[config.mk]
export PLATFORM = sky130hd
export DESIGN_NAME = secded_sweep_controller
export DESIGN_NICKNAME = d
export VERILOG_FILES = /design/src/rtl/secded_sweep_controller.sv
export SDC_FILE = /design/constraint.sdc
export NUM_CORES = 1
export LEC_CHECK = 0
export ABC_CLOCK_PERIOD_IN_PS = 5800
export BUFFER_PORTS_ARGS = -buffer_cell sky130_fd_sc_hd__buf_2
export CORE_MARGIN = 2
export CORE_UTILIZATION = 60
export CTS_CLUSTER_SIZE = 20
export DETAILED_ROUTE_END_ITERATION = 6
export HOLD_SLACK_MARGIN = 0.08
export PLACE_DENSITY = 0.95
export SETUP_SLACK_MARGIN = 0.05
export SYNTH_ARGS = -nofsm -noshare
export SYNTH_HDL_FRONTEND = slang
export SYNTH_SLANG_ARGS = --single-unit
[constraint.sdc]
create_clock -name clk -period 5.8 [get_ports clk]
set_input_delay 1.16 -clock clk [delete_from_list [all_inputs] [get_ports clk]]
set_output_delay 1.16 -clock clk [all_outputs]
set_load 0.03 [all_outputs]
[src/rtl/secded_sweep_controller.sv]
// SECDED chain self-test sequencer.
// Steps through every data word (and optionally every noise code), waits
// out the decoder latency, then sorts each decoder result into saturating
// statistics counters that the status logic can read.
//
// state   | meaning
// --------+------------------------------------------------------------
// S_IDLE  | outputs hold; a start request clears stats and launches
// S_DRIVE | present the current vector to the encoder / noise block
// S_WAIT  | let the vector ripple through the datapath (DEC_LAT cycles)
// S_CHECK | sample the decoder, classify, advance or finish
// S_DONE  | one-cycle completion pulse, then back to idle
module secded_sweep_controller #(
  parameter int DEC_LAT = 1,
  parameter int CNT_W   = 10
) (
  input  logic             clk,
  input  logic             rst_n,
  input  logic             start,
  input  logic             abort,
  input  logic             mode,
  output logic [3:0]       enc_data_o,
  output logic [4:0]       noise_o,
  input  logic [3:0]       dec_data_i,
  input  logic             err1_i,
  input  logic             err2_i,
  input  logic             perr_i,
  output logic             busy,
  output logic             done,
  output logic [CNT_W-1:0] cnt_ok,
  output logic [CNT_W-1:0] cnt_corr,
  output logic [CNT_W-1:0] cnt_det,
  output logic [CNT_W-1:0] cnt_fail,
  output logic [CNT_W-1:0] cnt_perr
);

  typedef enum logic [2:0] {
    S_IDLE,
    S_DRIVE,
    S_WAIT,
    S_CHECK,
    S_DONE
  } state_t;

  localparam logic [3:0]       LAT_LOAD = 4'(DEC_LAT);
  localparam logic [CNT_W-1:0] CNT_MAX  = '1;
  localparam logic [CNT_W-1:0] CNT_ONE  = CNT_W'(1);
  localparam logic [8:0]       LAST_M0  = 9'd15;
  localparam logic [8:0]       LAST_M1  = 9'd511;

  state_t     state;
  state_t     state_nxt;
  logic [8:0] idx;
  logic [3:0] wait_cnt;
  logic       mode_q;
  logic       launch;
  logic       drive_en;
  logic       wait_en;
  logic       check_en;
  logic       last_hit;

  // Counters stick at all-ones so a long soak never reads back as small.
  function automatic logic [CNT_W-1:0] sat_inc(input logic [CNT_W-1:0] v);
    return (v == CNT_MAX) ? v : v + CNT_ONE;
  endfunction

  // Next state, status outputs and per-state enables; abort overrides all.
  always_comb begin
    state_nxt = state;
    busy      = 1'b0;
    done      = 1'b0;
    launch    = 1'b0;
    drive_en  = 1'b0;
    wait_en   = 1'b0;
    check_en  = 1'b0;
    last_hit  = (idx == (mode_q ? LAST_M1 : LAST_M0));
    case (state)
      S_IDLE: begin
        if (start) begin
          state_nxt = S_DRIVE;
          launch    = 1'b1;
        end
      end
      S_DRIVE: begin
        busy      = 1'b1;
        drive_en  = 1'b1;
        state_nxt = S_WAIT;
      end
      S_WAIT: begin
        busy    = 1'b1;
        wait_en = 1'b1;
        if (wait_cnt == 4'd1) state_nxt = S_CHECK;
      end
      S_CHECK: begin
        busy      = 1'b1;
        check_en  = 1'b1;
        state_nxt = last_hit ? S_DONE : S_DRIVE;
      end
      S_DONE: begin
        done      = 1'b1;
        state_nxt = S_IDLE;
      end
      default: state_nxt = S_IDLE;
    endcase
    // Abort freezes everything so the partial statistics stay readable.
    if (abort) begin
      state_nxt = S_IDLE;
      launch    = 1'b0;
      drive_en  = 1'b0;
      wait_en   = 1'b0;
      check_en  = 1'b0;
    end
  end

  // State register.
  always_ff @(posedge clk or negedge rst_n) begin
    if (!rst_n) state <= S_IDLE;
    else        state <= state_nxt;
  end

  // Vector index, drive registers, latency timer and statistics.
  always_ff @(posedge clk or negedge rst_n) begin
    if (!rst_n) begin
      idx        <= '0;
      mode_q     <= 1'b0;
      wait_cnt   <= '0;
      enc_data_o <= '0;
      noise_o    <= '0;
      cnt_ok     <= '0;
      cnt_corr   <= '0;
      cnt_det    <= '0;
      cnt_fail   <= '0;
      cnt_perr   <= '0;
    end else begin
      if (launch) begin
        idx      <= '0;
        mode_q   <= mode;
        cnt_ok   <= '0;
        cnt_corr <= '0;
        cnt_det  <= '0;
        cnt_fail <= '0;
        cnt_perr <= '0;
      end
      if (drive_en) begin
        enc_data_o <= idx[3:0];
        noise_o    <= mode_q ? idx[8:4] : 5'd0;
        wait_cnt   <= LAT_LOAD;
      end
      if (wait_en) wait_cnt <= wait_cnt - 4'd1;
      if (check_en) begin
        // Uncorrectable first, then silent corruption, then corrected.
        if (err2_i)                        cnt_det  <= sat_inc(cnt_det);
        else if (dec_data_i != enc_data_o) cnt_fail <= sat_inc(cnt_fail);
        else if (err1_i)                   cnt_corr <= sat_inc(cnt_corr);
        else                               cnt_ok   <= sat_inc(cnt_ok);
        if (perr_i) cnt_perr <= sat_inc(cnt_perr);
        if (!last_hit) idx <= idx + 9'd1;
      end
    end
  end

endmodule

==> reports/summary.txt <==
STA
------------------------------------------------------------------------------------------
Worst clock skew on the final layout                                            0.00648 ns
Relative slew slack                                                                  25.1%
Fmax                                                                               332 MHz
Final period utilization                                                             51.9%
Total Negative Setup Slacks                                                           0 ns
Worst hold margin                                                                 0.506 ns
RSZ-0062 raised after global routing                                                 false
Count of final hold-check violations                                                     0
Max-slew violation count                                                                 0
Setup-violating endpoint count in the final report                                       0
Final critical delay including setup and external delays                           3.01 ns
Actual transition at the worst max-transition pin                                  1.12 ns

PLACE
------------------------------------------------------------------------------------------
Number of buffer cells added on primary ports                                           72
Placer congestion estimate                                                           0.924
Final HPWL from detailed placement                                            6830 microns

ROUTING
------------------------------------------------------------------------------------------
Final routed wirelength across all metal layers                               9860 microns
Via count                                                                             3749
WL per Instance                                                               16.7 microns
DRC Markers                                                                              0
Number of detailed-route iterations in the first pass                                    7
Routed Antenna Nets                                                                      0
Via-to-Cell Ratio                                                                     6.34
Starting DRC count in detailed routing                                                 400

GLOBAL ROUTE
------------------------------------------------------------------------------------------
Total gr overflow                                                                        0
Number of antenna violations at the first check in global routing                        0
Global-route wire length before repair                                        16300 microns
Maximum number of pins on one net before global-route repair                            50
Number of global-route vias before repair                                             3545
Global routing usage summed across all routing layers                                27.5%

LOGIC SYNTHESIS
------------------------------------------------------------------------------------------
Avg Cell Area, Syn                                                              9.34 sq um
Number of synthesized register bits                                                     76
Netlist area before placement                                                 0.00409 sq mm
Library cell occupying the most area in the post-synthesis netlist                 dfrtp_1
Library cells used by synthesis                                                         49
Sequential share of the synthesized area                                             46.5%
Number of instances in the synthesized netlist                                         438
Synth warnings                                                                           0
Area contributors post-synth                                                  dfrtp_1 (46%), nand3_1 (5.5%), ha_1 (4.0%), nand2_1 (3.9%), o21ai_0 (3.7%)
Post-synth EDFFs                                                                         0
Fraction of synthesized cell area taken by the top area cell type                    46.5%
FFs w/ async S/R, synth                                                               100%
Synthesized netlist net count                                                          463
Most used flip-flop cell after synthesis                                           dfrtp_1

SETUP PATH
------------------------------------------------------------------------------------------
Worst path max stage delay                                                         0.77 ns
Crit path kind                                                                      in2reg
Critical path's slowest cell                                                         or4_1
Required time at the worst-slack endpoint                                          5.99 ns
Critical path, cell by cell                                                   buf_2, nand4bb_1, or4_1, nand3_1, or3_1, a21oi_1
Crit path buf inv count                                                                  1
Critical Path Sink Type                                                           register
Family with the most delay on the worst path                                  simple AND/OR/NAND/NOR gates
Peak fanout along the critical path                                                     15
Arrival time reported for the critical path endpoint                               3.19 ns
Critical path startpoint category                                                input pin

WORST HOLD PATH
------------------------------------------------------------------------------------------
Hold/Removal Path Class                                                            reg2reg

DIE
------------------------------------------------------------------------------------------
Chip Width                                                                    86.6 microns
Starting utilization of the core area                                                61.3%
Num ports                                                                               73
Cell Rows                                                                               30
Die ar.                                                                       0.00750 sq mm
Area of the core                                                              0.00668 sq mm
DIE HEIGHT                                                                    86.6 microns

CLOCKING
------------------------------------------------------------------------------------------
Number of clock buffers inserted by TritonCTS                                            9
Root buffer selected by CTS                                                       clkbuf_8
Post-CTS setup buffer count                                                              0
CTS tree                                                                             built
Source-to-sink clock delay at the later pin of the worst-skew pair                 0.35 ns
Depth of the CTS H-tree                                                                  3
Sinks on the clock net                                                                  76
Clock edge transition at the registers on the reported setup and hold paths        0.08 ns
Bufs on Longest Clock Path                                                               2
Post-CTS Resized                                                                         0
Post-cts hold buffer count                                                               0

RUN
------------------------------------------------------------------------------------------
Max-cap check violation count                                                            0

CELLS AND AREA
------------------------------------------------------------------------------------------
Area growth from synthesis to final layout                                           15.5%
Layout cell share with drive strength beyond 1                                       21.1%
Ant diodes                                                                               0
# nets final                                                                           532

POWER AND IR DROP
------------------------------------------------------------------------------------------
Peak supply drop                                                                0.000148 V
Sum of internal, switching and leakage power                                       1.17 mW
Leakage power of the design                                                        2.26 nW
Power per cell area                                                            247 mW/mm^2

RUN STATUS
------------------------------------------------------------------------------------------
Result of the run                                                             complete, no violations

==> cell type report <==
type	instances	area, sq um
Multi-Input combinational cell	337	2090
Inverter	9	33.8
Tap cell	80	100
Fill cell	495	1960
Clock inverter	4	72.6
Clock buffer	11	151
Sequential cell	76	1900
Timing Repair Buffer	74	375
==> placed cells by master, fill, tap and decap left out, drive strengths merged, types with 3 or more instances in the layout <==
cell | Yosys | layout
o211ai | 4 | 4
nand4 | 9 | 9
o31ai | 6 | 6
clkbuf | 13 | 11
o21ai | 30 | 30
nand2 | 44 | 44
a31oi | 4 | 4
dfrtp | 76 | 76
or2 | 3 | 3
mux2 | 12 | 12
nor4 | 10 | 10
nand3 | 45 | 45
or4 | 5 | 5
xnor2 | 11 | 11
inv | 9 | 9
mux2i | 12 | 12
and4 | 4 | 4
or3 | 10 | 10
ha | 13 | 13
and3 | 9 | 9
a21oi | 25 | 25
nor3 | 15 | 15
buf | 3 | 74
a22oi | 3 | 3
nor2 | 35 | 35
==> flip-flops by register name, summed over array words and instances, names as in the netlist <==
| name | flops |
|---|---|
| wait_cnt | 4 |
| cnt_corr | 10 |
| state | 3 |
| cnt_perr | 10 |
| cnt_ok | 10 |
| noise_o | 5 |
| cnt_fail | 10 |
| mode_q | 1 |
| cnt_det | 10 |
| idx | 9 |
| enc_data_o | 4 |
==> through the flow <==
step | setup slack (ns) | area, sq um | utilization, % | std cells
after floorplan | 3.21 | 4090 | - | 438
after global placement | 2.53 | 4500 | 67.4 | 576
after detailed placement | 2.42 | 4500 | 67.4 | 576
after CTS | 2.81 | 4730 | 70.7 | 591
after global routing | 2.62 | 4730 | 70.7 | 591
final | 2.79 | 4730 | 70.7 | 591
==> cells by family after synthesis <==
kind of cell,after synthesis,synth area share (%)
simple gates,201,25.6
compound gates,86,12.5
flops,76,46.5
buf+inv,25,2.45
mux,24,6.24
xor+xnor,13,2.78
fa+ha+maj,13,3.97
==> per-layer routing <==
metal	GRT usage [%]	up-vias	part of all wire (%)
li1	-	1763	-
met1	35.7	1818	42
met2	44.5	147	49
met3	6.00	21	7.0
met4	12.4	0	1.6
met5	0	-	0
==> where the power goes <==
part / internal [mW] / total [mW] / switching [mW] / leakage [nW]
Combinational: 0.0453 / 0.128 / 0.0827 / 1.09
Sequential: 0.550 / 0.579 / 0.0290 / 1.05
Clock: 0.263 / 0.462 / 0.199 / 0.111
Total: 0.858 / 1.17 / 0.311 / 2.26
==> synth_stat cells (2+ instances only) <==
cell	count
and4_1	4
nand2b_1	2
a31oi_1	4
nand3_1	45
mux2i_1	12
a21oi_1	25
ha_1	13
or4_1	5
o211ai_1	4
buf_2	2
xnor2_1	11
inv_1	9
or2_2	3
o21a_1	2
nor2_1	35
o21ai_0	30
nand4_1	9
o31ai_1	6
nor4_1	9
or3_1	10
nor3_1	15
xor2_1	2
mux2_2	12
dfrtp_1	76
a22oi_1	3
a211oi_1	2
nand4b_1	2
clkbuf_1	13
a21o_1	2
and3_1	9
and2_1	2
nand2_1	43
==> final timing paths <==
kind                                   startpoint                 endpoint  slack (ns)  cells past startpoint
max in group asynchronous                   rst_n  cnt_perr[3]$_DFFE_PN0P_        3.93                      2
max reg2reg                  state[0]$_DFFE_PN0P_  cnt_corr[4]$_DFFE_PN0P_        3.04                      5
min reg2reg                noise_o[1]$_DFFE_PN0P_   noise_o[1]$_DFFE_PN0P_        0.51                      1
max                                         abort  cnt_corr[4]$_DFFE_PN0P_        2.79                      6
min                        noise_o[1]$_DFFE_PN0P_   noise_o[1]$_DFFE_PN0P_        0.51                      1
min in group asynchronous                   rst_n   noise_o[2]$_DFFE_PN0P_        0.82                      1
Note: power is estimated with default switching activity, not from simulation.
